===== src/rtl/rr_bus_arbiter4.sv =====
// Four-requester round-robin arbiter that drives the mux4 select code.
// Each owner holds the bus for a bounded time, and every ownership change passes through a one-cycle turnaround.
module rr_bus_arbiter4 #(
  parameter int unsigned MAX_HOLD = 8
) (
  input  logic       clk,
  input  logic       reset,
  input  logic [3:0] req,
  input  logic [3:0] done,
  output logic [3:0] grant,
  output logic [1:0] sel,
  output logic       busy,
  output logic       timeout
);

  localparam logic [1:0] ST_IDLE  = 2'd0;
  localparam logic [1:0] ST_GRANT = 2'd1;
  localparam logic [1:0] ST_TURN  = 2'd2;
  localparam logic [7:0] HOLD_LIM = 8'(MAX_HOLD);

  logic [1:0] state;
  logic [1:0] last;
  logic [1:0] winner;
  logic [1:0] idx;
  logic       found;
  logic [7:0] hold_cnt;
  logic       rel_norm;
  logic       rel_lim;

  // The search starts one past the last owner and wraps naturally in 2 bits.
  always_comb begin
    winner = last;
    found  = 1'b0;
    idx    = '0;
    for (int i = 1; i <= 4; i++) begin
      idx = last + 2'(i);
      if (!found && req[idx]) begin
        winner = idx;
        found  = 1'b1;
      end
    end
  end

  // While in GRANT, last is the current owner.
  assign rel_norm = done[last] | ~req[last];
  assign rel_lim  = (HOLD_LIM != 8'd0) && (hold_cnt == HOLD_LIM);

  always_ff @(posedge clk) begin
    if (reset) begin
      state    <= ST_IDLE;
      grant    <= '0;
      sel      <= 2'b00;
      last     <= 2'd3;
      hold_cnt <= '0;
      timeout  <= 1'b0;
    end else begin
      timeout <= 1'b0;
      case (state)
        ST_IDLE: begin
          if (found) begin
            grant    <= 4'b0001 << winner;
            sel      <= {winner[0], winner[1]};
            last     <= winner;
            hold_cnt <= 8'd1;
            state    <= ST_GRANT;
          end
        end
        ST_GRANT: begin
          if (rel_norm || rel_lim) begin
            grant   <= '0;
            timeout <= rel_lim & ~rel_norm;
            state   <= ST_TURN;
          end else begin
            hold_cnt <= hold_cnt + 8'd1;
          end
        end
        ST_TURN: state <= ST_IDLE;
        default: begin
          state <= ST_IDLE;
          grant <= '0;
        end
      endcase
    end
  end

  assign busy = |grant;

endmodule


===== config.mk =====
export PLATFORM = sky130hd
export DESIGN_NAME = rr_bus_arbiter4
export DESIGN_NICKNAME = d
export VERILOG_FILES = /design/src/rtl/rr_bus_arbiter4.sv
export SDC_FILE = /design/constraint.sdc
export NUM_CORES = 1
export LEC_CHECK = 0
export CORE_UTILIZATION = 45
export CTS_CLUSTER_DIAMETER = 100
export DETAILED_ROUTE_END_ITERATION = 8
export PLACE_DENSITY = 0.8
export REMOVE_ABC_BUFFERS = 1
export SLEW_MARGIN = 40
export SYNTH_ARGS = -nofsm -noshare
export SYNTH_HDL_FRONTEND = slang
export SYNTH_SLANG_ARGS = --single-unit

===== constraint.sdc =====
create_clock -name clk -period 4.8 [get_ports clk]
set_input_delay 0.96 -clock clk [delete_from_list [all_inputs] [get_ports clk]]
set_output_delay 0.96 -clock clk [all_outputs]
set_load 0.1 [all_outputs]

; Word-level counts from Yosys, hierarchy flattened
; Cells that the tools add are included.
[op_classes]
shifts = 1
eq_ne = 6
bitwise_logic = 7
mux = 27
n_reduce_logical = 15
add_sub_neg = 4
n_lt_le_gt_ge = 4
[ops]
columns = cell, count
row1 = 2-to-1 mux 8 bit, 2
row2 = one-hot mux 8 bit (2 select lines), 1
row3 = less-than comparator 2 x 3 -> 1 bit (second input constant), 4
row4 = 2-to-1 mux 2 bit, 6
row5 = one-hot mux 4 bit (3 select lines), 1
row6 = binary-select mux 1 bit (select 2 bit), 5
row7 = 2-to-1 mux 1 bit, 9
row8 = adder 8 x 1 -> 8 bit (second input constant), 1
row9 = == test 8 x 4 -> 1 bit (second input constant), 1
row10 = 2-to-1 mux 4 bit, 2
row11 = inequality test 2 bit (second input constant), 3
row12 = AND reduction 3 bit, 2
row13 = NOT 1 bit, 5
row14 = adder 2 bit (second input constant), 2
row15 = one-hot mux 2 bit (2 select lines), 1
row16 = AND reduction 2 bit, 2
row17 = OR reduction 4 bit, 1
row18 = << shifter 1 x 2 -> 4 bit (first input constant), 1
row19 = logical AND 1 bit, 3
row20 = zero test 1 bit, 3
row21 = OR reduction 3 bit, 1
row22 = adder 2 x 1 -> 2 bit (second input constant), 1
row23 = == test 2 x 1 -> 1 bit (second input constant), 1
row24 = == test 2 bit (second input constant), 1
row25 = other kinds (5), 5
[word_totals]
out_inout_bits = 8
inputBits = 10
register_bits = 19

; Logic depth before layout (Yosys ltp)
; Gate-level depths: netlist of the first run.
[logic_depth]
word_depth = 16
mapped_depth = 6

; Worst setup path before layout of the first run
; Ideal clock, no wire load.
[synth_path]
path_type = register -> output
startpoint = register grant[0]
endpoint = output port busy
path_buffers = 0
t_arrival_ns = 1.776
path_stages_with_launch = 2
t_required_ns = 3.840
slack_ns = 2.064
cell_sequence = dfxtp_1 or4_1
[synth_between]
elab_chain_cells = 1
[synth_lines]
columns = item, line_no
row1 = from (decl), 10  ; output logic [3:0] grant,
row2 = from (signal assigned), 61  ; grant <= 4'b0001 << winner;
row3 = OR reduction 4 bit, 86  ; assign busy = |grant;
row4 = to (decl), 12  ; output logic busy,
; No other way between the ends.

; Worst setup path after layout of the first run
[layout_path]
startpoint = input port req[3]
endpoint = register hold_cnt[1]
[layout_between]
elab_chain_cells = 14
[layout_lines]
columns = item, line_no
row1 = from (decl), 8  ; input logic [3:0] req,
row2 = binary-select mux 1 bit (select 2 bit), 37  ; if (!found && req[idx]) begin
row3 = 2-to-1 mux 1 bit (not written as such), 37
row4 = 2-to-1 mux 1 bit, 37
row5 = zero test 1 bit, 37
row6 = logical AND 1 bit, 37
row7 = 2-to-1 mux 1 bit, 37
row8 = zero test 1 bit, 37
row9 = logical AND 1 bit, 37
row10 = 2-to-1 mux 1 bit, 37
row11 = zero test 1 bit, 37
row12 = logical AND 1 bit, 37
row13 = 2-to-1 mux 1 bit, 37
row14 = inequality test 2 bit (no source line), --
row15 = AND reduction 3 bit (no source line) (*), --
row16 = to (signal assigned), 74  ; hold_cnt <= hold_cnt + 8'd1;
row17 = to (decl), 26  ; logic [7:0] hold_cnt;
; Mark *: on every way between the ends. The rest lies on a longest branch, timed or not. The select of a mux whose other input is x is not followed.
; A chain may end at the register's enable or synchronous reset.

==> metrics.yaml, run 1 <==
run_status: "finished, final reports clean"
hp-class: "flip-flop to flip-flop"
critical_path.max_stage_delay_ps: 610
min_period_ps: 2690
diodes: 0
antenna_left: 0
synth_top_flop_cell: "dfxtp_1"
finClkSkew_ps: 8.41
powerDensity_nw_per_um2: 373
synth_seq_cells: 19
synthToLayoutAreaGrowth_pct: 15.5
cts_tree: "yes"
cp.required_ps: 5030
die_w_um: 50.3
timing.slew.headroom_pct: 60.1
drt_iter0_drc: 24
dr.pass1.iters: 4
cts_root_buffer: "clkbuf_4"
synth_area_leader_cell: "dfxtp_1"
yosys.cell_types.count: 32
routabilityCongestion: 0.789
place_worst_setup_slack_ps: 1810
path_cells: "clkdlybuf4s50_1 -> nand2b_1 -> mux4_2 -> or4b_1 -> a21oi_1"
wl_per_cell_um: 13.4
yosys-top-cells-area: "dfxtp_1, nand2b_1, a21oi_1"
antenna_found_initial: 0
cts_max_level: 1
critical-path-top-delay-family: "simple AND/OR/NAND/NOR gates"
dieArea_um2: 2530
clkLatencyLatePin_ps: 300
slew_violations: 0
layout_setup_ws_ps: 2110
avgViaCountPerCell: 5.84
finalCoreUtilization_pct: 54.8
synth_area_um2: 1050
setup_viol: 0
via_count: 969
syn_inst: 121
cts_buffers: 3
endpoint_kind: "flip-flop"
grt_overflow: 0
yosysMostFrequentCell: "dfxtp_1"
cp-start-kind: "primary input"
drc: 0
async_reset_ff_share_pct: 0
cts_setup_buffers: 0
grt_pass1_vias: 928
ys_seq_area_share_pct: 36.2
max_freq_mhz: 371
crit_type: "primary input to flip-flop"
post_cts_resized: 0
fp-row-count: 17
fin_crit_sh_pct: 56.1
portBuffers: 17
pin_count: 18
hold_buffers: 0
tightest_slew_ps: 598
synth_edf_count: 0
nets: 151
synth_commonest_cells: "dfxtp_1, a21oi_1, nand2_1, nand2b_1"
drive_gt1_share_pct: 10.1
start_util_pct: 47.5
synth_top_area_share_pct: 36.2
rsz0062_at_grt: "false"
clk_pin_slew_worst_paths_ps: 100
core_um2: 2210
clock_sinks: 19
leakage_nw: 0.445
die_y_um: 50.3
peakVddDrop_mv: 0.330
wirelength_um: 2220
power_w: 0.000452
clockBufferDepth: 2
path_max_fanout: 14
syn_area_per_cell_um2: 8.68
arrival_ps: 2920
cp_slowest_cell: "mux4_2"
fillCellCount: 219
track_usage_pct: 20.2
drv_cap: 0
hold_violations: 0
hpwl_um: 1720
ys.warnings.count: 0
path_buf_inv: 1
grt_pass1_wl_um: 3960
fin_tns_setup_ps: 0
grt_max_degree: 15
-- cells by family (layout without fill, tap and decap cells) --
family	count (synthesis)	after routing	share of synthesized area [%]
compound gates	30	30	17.9
fa+ha+maj	2	2	2.38
buf+inv	7	24	3.93
flops	19	19	36.2
mux	5	5	7.15
simple gates	58	58	32.4
-- power by group --
part	internal [W]	leakage [nW]	switching, W
Combinational	0.0000476	0.272	0.000133
Clock	0.0000311	0.0177	0.0000507
Sequential	0.000173	0.155	0.0000173
Total	0.000251	0.445	0.000201
-- stage by stage --
| stage | instances | instance area [um^2] | hold WS (ps) |
|---|---|---|---|
| 2_1_floorplan | 117 | 1020 | 442 |
| 3_3_place_gp | 162 | 1220 | 461 |
| 3_5_place_dp | 162 | 1180 | 465 |
| 4_1_cts | 166 | 1210 | 484 |
| 5_1_grt | 166 | 1210 | 509 |
| 6_report | 166 | 1210 | 485 |
-- layout by cell type (no fill, tap or decap), types with 2 or more instances in the layout --
cell	n
nor3_1	2
a21oi_1	12
or4_1	6
a211oi_1	4
nor3b_1	2
buf_2	8
nand2b_1	11
nand3b_1	2
nand3_1	2
nor2b_1	5
nand2_1	11
o31ai_1	5
ha_1	2
dfxtp_1	19
nor2_1	6
nor4_1	3
mux2i_1	3
or3_1	3
clkbuf_4	3
mux4_2	2
clkdlybuf4s50_1	9
inv_1	3
o22ai_1	4
-- sequential cells by signal (all words and copies together) (netlist names) --
signal    flops
sel           2
hold_cnt      8
timeout       1
grant         4
state         2
last          2
-- area by class of cell --
class	instances	area, um^2	share of cell area, %
multi-input cells	95	628	51.8
flip-flops and latches	19	380	31.4
repair buffers	17	130	10.7
well taps	28	35.0	2.89
clock buffers	3	22.5	1.86
inverters	3	11.3	0.929
clock inverters	1	5.00	0.413
-- worst min-delay path, cell delays in order, from the launching register on --
cell and delay, ps:
dfxtp_1 340, nand2_1 60, mux2i_1 50
-- layer usage --
layer  vias up  GRT usage, %  routed length (um)
met3         2          6.97                  76
met2        18          36.7                1140
met5         -             0                   0
li1        485             -                   -
met4         0          2.31                   9
met1       464          23.2                 992
-- final timing paths --
check,startpoint,endpoint,slack [ps],cells past startpoint
worst max-delay path,req[3],hold_cnt[1],2110,5
worst max register to register,last[1],hold_cnt[1],2750,3
worst min-delay path,hold_cnt[7],hold_cnt[7],490,2
worst min register to register,hold_cnt[7],hold_cnt[7],490,2
(Power assumes the default switching activity.)
==> run 2, diff against run 1 <==
Clock period 4.8 ns to 2.5 ns, I/O delays scaled along.
==> metrics.yaml, run 2 (synthesis gave the netlist of run 1 again) <==
nets: 157  # +4.0%
cts_setup_buffers: 0  # unchanged
clkLatencyLatePin_ps: 300  # about the same
start_util_pct: 47.5  # unchanged
post_cts_resized: 0  # unchanged
drive_gt1_share_pct: 13.9  # +3.7 points
hpwl_um: 1680  # -2.1%
timing.slew.headroom_pct: 67.4  # +7.3 points
startpoint: "done[3]"
run_status: "finished, final reports clean"
drv_cap: 0  # unchanged
regMostFlops: "hold_cnt"
cts_buffers: 3  # unchanged
clock_sinks: 19  # unchanged
hp-start: "grant[2]"
cp-start-kind: "primary input"
hold_buffers: 0  # unchanged
grt_overflow: 0  # unchanged
peakVddDrop_mv: 0.695  # +110%
track_usage_pct: 18.8  # -1.3 points
core_um2: 2210  # unchanged
whs_path_depth: 2  # unchanged
diodes: 0  # unchanged
leakage_nw: 0.472  # +6.0%
drc: 0  # unchanged
grt_pass1_wl_um: 3620  # -8.7%
power_w: 0.000899  # +99%
cts_max_level: 1  # unchanged
fin_crit_sh_pct: 85.3
hold_violations: 0  # unchanged
path_cells: "clkdlybuf4s50_1 -> nand2b_1 -> mux4_2 -> or4b_1 -> a21oi_1"
wirelength_um: 2190  # -1.4%
slew_violations: 0  # unchanged
layout_setup_ws_ps: 368  # -1740 ps
die_w_um: 50.3  # unchanged
min_period_ps: 2130
layout_common_cells: "dfxtp_1, buf_4, a21oi_1"
fillCellCount: 217  # -0.91%
powerDensity_nw_per_um2: 702  # +88%
clk_pin_slew_worst_paths_ps: 120  # +20 ps
cts_tree: "yes"
reg_top3: "hold_cnt (8), grant (4)"
cts_root_buffer: "clkbuf_4"
tightest_slew_ps: 485  # -114 ps
layout_commonest_cell: "dfxtp_1"
r2r_cells: 3  # unchanged
critical_path.max_stage_delay_ps: 610  # about the same
path_buf_inv: 1  # unchanged
cp_slowest_cell: "mux4_2"
dieArea_um2: 2530  # unchanged
r2r_slack_ps: 460  # -2290 ps
setup_viol: 0  # unchanged
via_count: 980  # +1.1%
clockBufferDepth: 2  # unchanged
whs_endpoint: "grant[2]"
portBuffers: 17  # unchanged
wl_per_cell_um: 12.7  # -4.9%
drt_iter0_drc: 14  # -42%
grt_max_degree: 15  # unchanged
r2r_start: "last[1]"
largest_reg_flops: 8  # unchanged
routabilityCongestion: 0.774  # -1.9%
max_freq_mhz: 469
die_y_um: 50.3  # unchanged
fp-row-count: 17  # unchanged
place_worst_setup_slack_ps: 47.0  # -1760 ps
hp-class: "flip-flop to flip-flop"
finClkSkew_ps: 5.83  # -2.58 ps
fin_tns_setup_ps: 0  # unchanged
endpoint_kind: "flip-flop"
pin_count: 18  # unchanged
arrival_ps: 2370  # -550 ps
crit_type: "primary input to flip-flop"
avgViaCountPerCell: 5.70  # -2.4%
antenna_found_initial: 0  # unchanged
synthToLayoutAreaGrowth_pct: 21.9
rr_endpoint: "hold_cnt[1]"
rsz0062_at_grt: "false"
antenna_left: 0  # unchanged
dr.pass1.iters: 4  # unchanged
cp.required_ps: 2730  # -2300 ps
critical-path-top-delay-family: "simple AND/OR/NAND/NOR gates"
grt_pass1_vias: 843  # -9.2%
path_max_fanout: 14  # unchanged
-- run 2: cell types whose count changed in the layout (fill, tap and decap cells not counted) --
cell,previous run,this run
buf_4,0,14
buf_2,8,0
clkinv_2,1,0
clkinvlp_4,0,1
-- run 2: where the power goes --
group	leakage [nW]	switching (W)	total, W	internal (W)
logic	0.302	0.000256	0.000370	0.000114
registers	0.155	0.0000344	0.000366	0.000331
clock network	0.0139	0.000102	0.000163	0.0000610
total	0.472	0.000392	0.000899	0.000506
-- run 2: area by class of cell --
| cell class | instances | area [um^2] | area share, % |
|---|---|---|---|
| timing repair buffer | 23 | 195 | 15.2 |
| sequential | 19 | 380 | 29.7 |
| inverter | 3 | 11.3 | 0.880 |
| clock buffer | 3 | 22.5 | 1.76 |
| tap | 28 | 35.0 | 2.74 |
| clock inverter | 1 | 7.51 | 0.587 |
| multi-input combinational | 95 | 628 | 49.1 |
-- run 2: how the worst max path moves through the flow --
stage	to	slack [ps]	depth (start not counted)
after floorplan	busy	220	1
after global placement	hold_cnt[1]	120	5
after detailed placement	hold_cnt[1]	50	5
after CTS	hold_cnt[1]	370	5
after global routing	hold_cnt[3]	240	5
final	hold_cnt[1]	370	5
-- run 2: worst reg2reg max path, stage by stage (launching register included) --
cell and delay [ps]:
dfxtp_1 570, mux4_2 700, or4b_1 570, a21oi_1 140
-- run 2: routing by layer --
layer,global-route usage [%],wire [um]
met1,23.4,1040
met2,32.0,1070
met3,5.45,71
met4,4.17,11
met5,0,0
-- run 2: stage by stage --
step,instances,util [%],area (um^2),hold WS (ps)
final,172,57.9,1280,491
after global routing,172,57.9,1280,504
after CTS,172,57.9,1280,494
after detailed placement,168,56.5,1250,470
after global placement,168,56.5,1250,462
after floorplan,117,-,1020,442
